**src/rtl/up_tpl_profile_seq.sv**
```systemverilog
// up_tpl_profile_seq: sequences a JESD204 TPL profile change (reset, switch, settle, release, sync)
//   up_clk/up_rstn              clock, async active-low reset
//   up_req_i/up_req_profile_i   profile-change request (sampled in IDLE only) and index
//   up_abort_i                  abort a running sequence
//   up_link_ready_i             deframer link up
//   up_sync_status_i            TPL sync status
//   up_profile_sel_o            active profile
//   up_core_rst_o               datapath reset request, active-high
//   up_ack_o/up_done_o          one-cycle pulses: request accepted/rejected, sequence completed
//   up_busy_o/up_error_o        busy outside IDLE; sticky error
//   up_state_o                  FSM state for debug readback
module up_tpl_profile_seq #(
  parameter int NUM_PROFILES  = 1,
  parameter int RST_CYCLES    = 16,
  parameter int SETTLE_CYCLES = 64,
  parameter int SYNC_TIMEOUT  = 65535,
  localparam int PW   = $clog2(NUM_PROFILES) + 1,
  localparam int MAXC = (RST_CYCLES > SETTLE_CYCLES ? RST_CYCLES : SETTLE_CYCLES) > SYNC_TIMEOUT ?
                        (RST_CYCLES > SETTLE_CYCLES ? RST_CYCLES : SETTLE_CYCLES) : SYNC_TIMEOUT,
  localparam int CW   = $clog2(MAXC) + 1
) (
  input  logic          up_clk,
  input  logic          up_rstn,
  input  logic          up_req_i,
  input  logic [PW-1:0] up_req_profile_i,
  input  logic          up_abort_i,
  input  logic          up_link_ready_i,
  input  logic          up_sync_status_i,
  output logic [PW-1:0] up_profile_sel_o,
  output logic          up_core_rst_o,
  output logic          up_ack_o,
  output logic          up_busy_o,
  output logic          up_done_o,
  output logic          up_error_o,
  output logic [2:0]    up_state_o
);
  typedef enum logic [2:0] {
    IDLE       = 3'd0,
    ASSERT_RST = 3'd1,
    SWITCH     = 3'd2,
    SETTLE     = 3'd3,
    WAIT_SYNC  = 3'd4
  } state_t;
  localparam logic [PW-1:0] NP = PW'(NUM_PROFILES);
  state_t        state_q, state_d;
  logic [CW-1:0] cnt_q, cnt_d;
  logic [PW-1:0] prof_q, prof_d, sel_q, sel_d;
  logic          rst_q, rst_d, ack_q, ack_d, done_q, done_d, err_q, err_d;
  always_ff @(posedge up_clk or negedge up_rstn) begin
    if (!up_rstn) begin
      state_q <= IDLE;
      cnt_q   <= '0;
      prof_q  <= '0;
      sel_q   <= '0;
      rst_q   <= 1'b0;
      ack_q   <= 1'b0;
      done_q  <= 1'b0;
      err_q   <= 1'b0;
    end else begin
      state_q <= state_d;
      cnt_q   <= cnt_d;
      prof_q  <= prof_d;
      sel_q   <= sel_d;
      rst_q   <= rst_d;
      ack_q   <= ack_d;
      done_q  <= done_d;
      err_q   <= err_d;
    end
  end
  always_comb begin
    state_d = state_q;
    cnt_d   = cnt_q;
    prof_d  = prof_q;
    sel_d   = sel_q;
    rst_d   = rst_q;
    ack_d   = 1'b0;
    done_d  = 1'b0;
    err_d   = err_q;
    // abort beats every in-state transition, including a coincident sync
    if (state_q != IDLE && up_abort_i) begin
      state_d = IDLE;
      rst_d   = 1'b0;
      err_d   = 1'b1;
    end else begin
      case (state_q)
        IDLE: if (up_req_i) begin
          ack_d = 1'b1;
          if (up_req_profile_i < NP) begin
            state_d = ASSERT_RST;
            cnt_d   = CW'(RST_CYCLES - 1);
            prof_d  = up_req_profile_i;
            rst_d   = 1'b1;
            err_d   = 1'b0;
          end else err_d = 1'b1;
        end
        ASSERT_RST: begin
          state_d = cnt_q == '0 ? SWITCH : ASSERT_RST;
          cnt_d   = cnt_q == '0 ? cnt_q : cnt_q - 1'b1;
        end
        SWITCH: begin
          sel_d   = prof_q;
          cnt_d   = CW'(SETTLE_CYCLES - 1);
          state_d = SETTLE;
        end
        SETTLE: if (cnt_q == '0 && up_link_ready_i) begin
          state_d = WAIT_SYNC;
          rst_d   = 1'b0;
          cnt_d   = CW'(SYNC_TIMEOUT - 1);
        end else cnt_d = cnt_q == '0 ? cnt_q : cnt_q - 1'b1;
        WAIT_SYNC: if (up_sync_status_i) begin
          done_d  = 1'b1;
          state_d = IDLE;
        end else if (cnt_q == '0) begin
          err_d   = 1'b1;
          state_d = IDLE;
        end else cnt_d = cnt_q - 1'b1;
        default: state_d = IDLE;
      endcase
    end
  end
  assign up_profile_sel_o = sel_q;
  assign up_core_rst_o    = rst_q;
  assign up_ack_o         = ack_q;
  assign up_busy_o        = state_q != IDLE;
  assign up_done_o        = done_q;
  assign up_error_o       = err_q;
  assign up_state_o       = state_q;
endmodule

```
**config.mk**
```make
export PLATFORM = sky130hd
export DESIGN_NAME = up_tpl_profile_seq
export DESIGN_NICKNAME = d
export VERILOG_FILES = /design/src/rtl/up_tpl_profile_seq.sv
export SDC_FILE = /design/constraint.sdc
export NUM_CORES = 1
export LEC_CHECK = 0
export BUFFER_PORTS_ARGS = -buffer_cell sky130_fd_sc_hd__buf_2
export CORE_ASPECT_RATIO = 1.2
export CORE_MARGIN = 2
export CORE_UTILIZATION = 40
export CTS_CLUSTER_DIAMETER = 120
export CTS_CLUSTER_SIZE = 12
export DETAILED_ROUTE_END_ITERATION = 7
export GPL_TIMING_DRIVEN = 0
export PLACE_DENSITY_LB_ADDON = 0.08
export RECOVER_POWER = 100
export SLEW_MARGIN = 10
export SYNTH_ARGS = -nofsm -noshare
export SYNTH_HDL_FRONTEND = slang
export SYNTH_SLANG_ARGS = --single-unit
export TNS_END_PERCENT = 1
```
**constraint.sdc**
```tcl
create_clock -name up_clk -period 5.95 [get_ports up_clk]
set_clock_uncertainty 0.2 [all_clocks]
set_input_delay 0.8925 -clock up_clk [delete_from_list [all_inputs] [get_ports up_clk]]
set_output_delay 0.8925 -clock up_clk [all_outputs]
set_load 0.05 [all_outputs]
```
After elaboration in Yosys (flattened, before gate mapping)
Cells that the tools add are included.
{ "word_totals": {"latchBits": 0, "register_bits": 26, "out_inout_bits": 9, "memories": 0, "ramBits": 0, "input_bits": 7, "mem_bits_ro": 0} }
{ "op_classes": {"shift": 0, "eq_ne": 13, "mul": 0, "div": 0, "n_bitwise": 1, "n_reduce_logical": 14, "mux": 31, "magnitude_cmp": 1, "addsub": 1} }
{ "op_table": {"columns": ["op", "count"], "rows": [
  ["$mux W17", 5],
  ["$pmux W17 S5", 1],
  ["$mux W3", 6],
  ["$logic_not A17 Y1", 1],
  ["$sub A17 B1 Y17 const B", 1],
  ["$reduce_and A4 Y1", 4],
  ["$mux W1", 15],
  ["$ne A3 B3 Y1 const B", 5],
  ["$pmux W3 S5", 1],
  ["$reduce_bool A3 Y1", 3],
  ["$eq A3 B2 Y1 const B", 2],
  ["$ne A2 B2 Y1 const B", 3],
  ["$reduce_and A5 Y1", 1],
  ["$reduce_bool A5 Y1", 1],
  ["$ne A4 B4 Y1 const B", 1],
  ["$pmux W1 S2", 2],
  ["$eq A3 B1 Y1 const B", 1],
  ["$eq A3 B3 Y1 const B", 1],
  ["$logic_not A3 Y1", 1],
  ["$logic_and A1 B1 Y1", 2],
  ["$mux W2", 1],
  ["$reduce_and A2 Y1", 1],
  ["$lt A1 B1 Y1 const B", 1],
  ["$not A1 Y1", 1]
]} }

Longest topological paths before layout
{ "depth": {"ltp_word": 5, "mapped_depth": 8} }

Worst setup path before layout
Ideal clock, no wire load.
{ "synth_timing": {"path_type": "register -> output", "startpoint": "register state_q[0], in the netlist up_state_o[0]", "endpoint": "output port up_busy_o", "path_buffers": 2, "path_stages_with_launch": 4, "slack_ps": 3215, "arrival_ps": 1643, "t_required_ps": 4858, "path_cell_list": "dfrtp_1 clkbuf_1 or3_1 clkbuf_1"} }
{ "synth_via": {"elab_chain_len": 1} }
{ "synth_rtl": {"columns": ["item", "line", "text"], "rows": [
  ["from (decl)", "45", "state_t state_q, state_d;"],
  ["from (signal assigned)", "60", "state_q <= state_d;"],
  ["$reduce_bool A3 Y1", "124", "assign up_busy_o = state_q != IDLE;"],
  ["to (decl)", "32", "output logic up_busy_o,"]
]} }
No other way between the ends.

Final worst setup path
Same ends and word-level chain as after synthesis.

==> metrics.cfg <==
[worst_hold_path]
min_from = prof_q
holdPathStages = 1
worstHoldPathType = flip-flop to flip-flop
min_to = prof_q

[routing]
firstDrtPassIters = 4
drc_errors = 0
vias_per_cell = 5.972
vias = 1475
routedWlPerCell_um = 16.59
dr.first_iter.drc_count = 103
ant_nets = 0
drt_wl_total_mm = 4.098

[cells_and_area]
multi_input_area_um2 = 880.8
fillers = 399
final_nets = 203
synthToLayoutAreaGrowth_pct = 9.189
final-seq-area_um2 = 650.6
final_layout_size_suffix_gt1_share_pct = 7.772
antenna_cells = 0

[setup_path]
startpoint_type = flip-flop
cp_slowest_stage_delay_ns = 0.50
cp-end-kind = output pin
crit_path_top_delay_cell = clkbuf_1
crit_top_cell = clkbuf_1
r2r-end = cnt_q[6]
crit_chain = clkbuf_1, or3_1, clkbuf_1, clkbuf_1
r2r-start = cnt_q[0]
r2r_cells = 7
path_buf_inv = 3
critPathArrivalTime_ns = 1.94
cp.required_ns = 4.86
path_delay_family = buffers and inverters
worst-path-max-fanout = 10
r2r_setup_slack_ns = 3.19
critical_path_class = flip-flop to output pin

[sta]
fin_tns_setup_ns = 0
hold_viol_final = 0
fmax_ghz = 0.3303
setup_viol = 0
fin_crit_ns = 3.028
relSlewSlack_pct = 7.364
final_max_slew_viol_count = 0
grt_setup_unrepaired = false
finalCritPeriodShare_pct = 50.89
worst_pin_slew_ns = 1.390

[cts]
htree_levels = 1
cts_made_buffers = 3
root_buffer = clkbuf_8
holdBufCountCts = 0
cts_buffer_depth = 2
cts_resized = 0
cts_tree = yes
clk_pin_slew_worst_paths_ns = 0.09
cts.sinks = 26
cts_setup_buffers = 0
clock_latency_ns = 0.27

[yosys]
yosys-top-cells-area = dfrtp_1 (40%), a21oi_1 (4.6%), o22a_1 (4.3%), nor2_1 (3.5%), o21ai_1 (2.8%)
synth_common_cells = dfrtp_1 (26), a21oi_1 (15), nor2_1 (15)
yosysSeqAreaShare_pct = 40.15
synth-seq-cells = 26
yosysMostFrequentCell = dfrtp_1
yosys_warnings = 0
synth_top_area_cell = dfrtp_1
yosys_most_used_dff = dfrtp_1
synth-async-reset-ratio_pct = 100.0
synth_area_um2 = 1620
synth_area_per_cell_um2 = 9.259
syn_nets = 183
synth_edf_count = 0
yosysUniqueCellTypes = 52
synthCells = 175
netlist.area_leader.share_pct = 40.15

[pwr]
ir_worst_vdd_uv = 75.36
report.power.total_uw = 493.7
power.density_nw_per_um2 = 279.0
leakage_nw = 0.7598

[status]
status = finished clean

[placed_design]
hpwl_mm = 3.017
io_buffers = 15
gp_congestion = 0.8499

[die]
die-area_um2 = 4578
io_pins = 16
fp.dieH_um = 73.72
rows = 25
core-area_um2 = 3910
start_util_pct = 41.44
die_x_um = 62.10

[global_routing]
grt_overflow = 0
grt_max_degree = 27
antenna_found_initial = 0
grt_pass1_wl_mm = 6.982
grt_usage_pct = 19.45
grt_pass1_vias = 1439

[job]
drv_cap = 0

==> metrics by stage <==
stage	hold slack, ns	setup WS [ns]	utilization [%]	instance area [um^2]	std cells
final	0.2921	2.922	45.25	1769	247
after detailed placement	0.2766	3.101	45.09	1763	244
after global placement	0.2656	3.118	45.09	1763	244
after global routing	0.3235	2.778	45.25	1769	247
after CTS	0.2977	3.082	46.14	1804	247
after floorplan	0.2494	3.215	-	1620	175
==> layout make-up <==
cell class                      count  share of cell area (%)
Multi-Input combinational cell    132                   49.79
Buffer                             13                   2.970
Timing Repair Buffer               15                   3.465
Tap cell                           54                   3.819
Inverter                            4                  0.8487
Sequential cell                    26                   36.78
Clock buffer                        3                   2.334
==> routing by layer <==
layer | GRT usage (%) | part of all wire, % | up-vias
met3 | 2.144 | 4.1 | 8
met4 | 6.914 | 1.7 | 0
met2 | 35.51 | 51 | 51
li1 | - | - | 710
met1 | 24.06 | 43 | 706
met5 | 0 | 0 | -
==> worst max path at each step <==
stage                          start  slack [ns]        end  cells after the start
detailed placement  up_req_profile_i        3.10   cnt_q[3]                      7
global placement    up_req_profile_i        3.12   cnt_q[3]                      7
floorplan              up_state_o[0]        3.21  up_busy_o                      3
finish                 up_state_o[0]        2.92  up_busy_o                      4
CTS                    up_state_o[0]        3.08  up_busy_o                      4
global route           up_state_o[0]        2.78  up_busy_o                      4
==> cells by family (layout without fill, tap and decap cells) <==
family / Yosys count / count (layout) / share of synthesized area (%)
AND/OR/NAND/NOR: 65 / 65 / 26.33
AO/OA/AOI/OAI: 61 / 61 / 25.41
flip-flops: 26 / 26 / 40.15
buffers and inverters: 17 / 35 / 4.247
multiplexers: 4 / 4 / 2.548
adder cells (fa/ha/maj): 1 / 1 / 0.7721
XOR/XNOR: 1 / 1 / 0.5406
==> layout by cell type (no fill, tap or decap), types with 3 or more instances in the layout <==
cell type / count
mux2i_1: 3
o22ai_1: 3
inv_1: 4
clkbuf_8: 3
clkbuf_1: 22
o21ai_1: 3
nand3_1: 5
a21oi_1: 15
nor4_1: 5
or4_1: 3
nand2_1: 11
nor2_1: 15
o21ai_0: 9
buf_2: 4
a211oi_1: 4
or3_1: 3
o22a_1: 8
dfrtp_1: 26
nor3_1: 3
a31oi_1: 5
==> sequential cells by signal, summed over array words and instances, names as in the netlist <==
register and flops:
up_done_o 1, up_state_o 3, up_profile_sel_o 1, up_core_rst_o 1, prof_q 1, up_error_o 1
up_ack_o 1, cnt_q 17
==> worst register-to-register path: cells and delay by family, from the launching register on <==
kind	cells	cell delay [ns]
flip-flops	1	0.40
adder cells (fa/ha/maj)	1	0.23
AO/OA/AOI/OAI	2	0.38
buffers and inverters	1	0.11
AND/OR/NAND/NOR	3	1.33
==> report_power, final <==
group          switching (mW)  internal [mW]
clock                  0.0559         0.0455
combinational           0.128         0.0520
sequential             0.0175          0.194
total                   0.202          0.292
No activity file was read; power rests on OpenSTA's default activity.
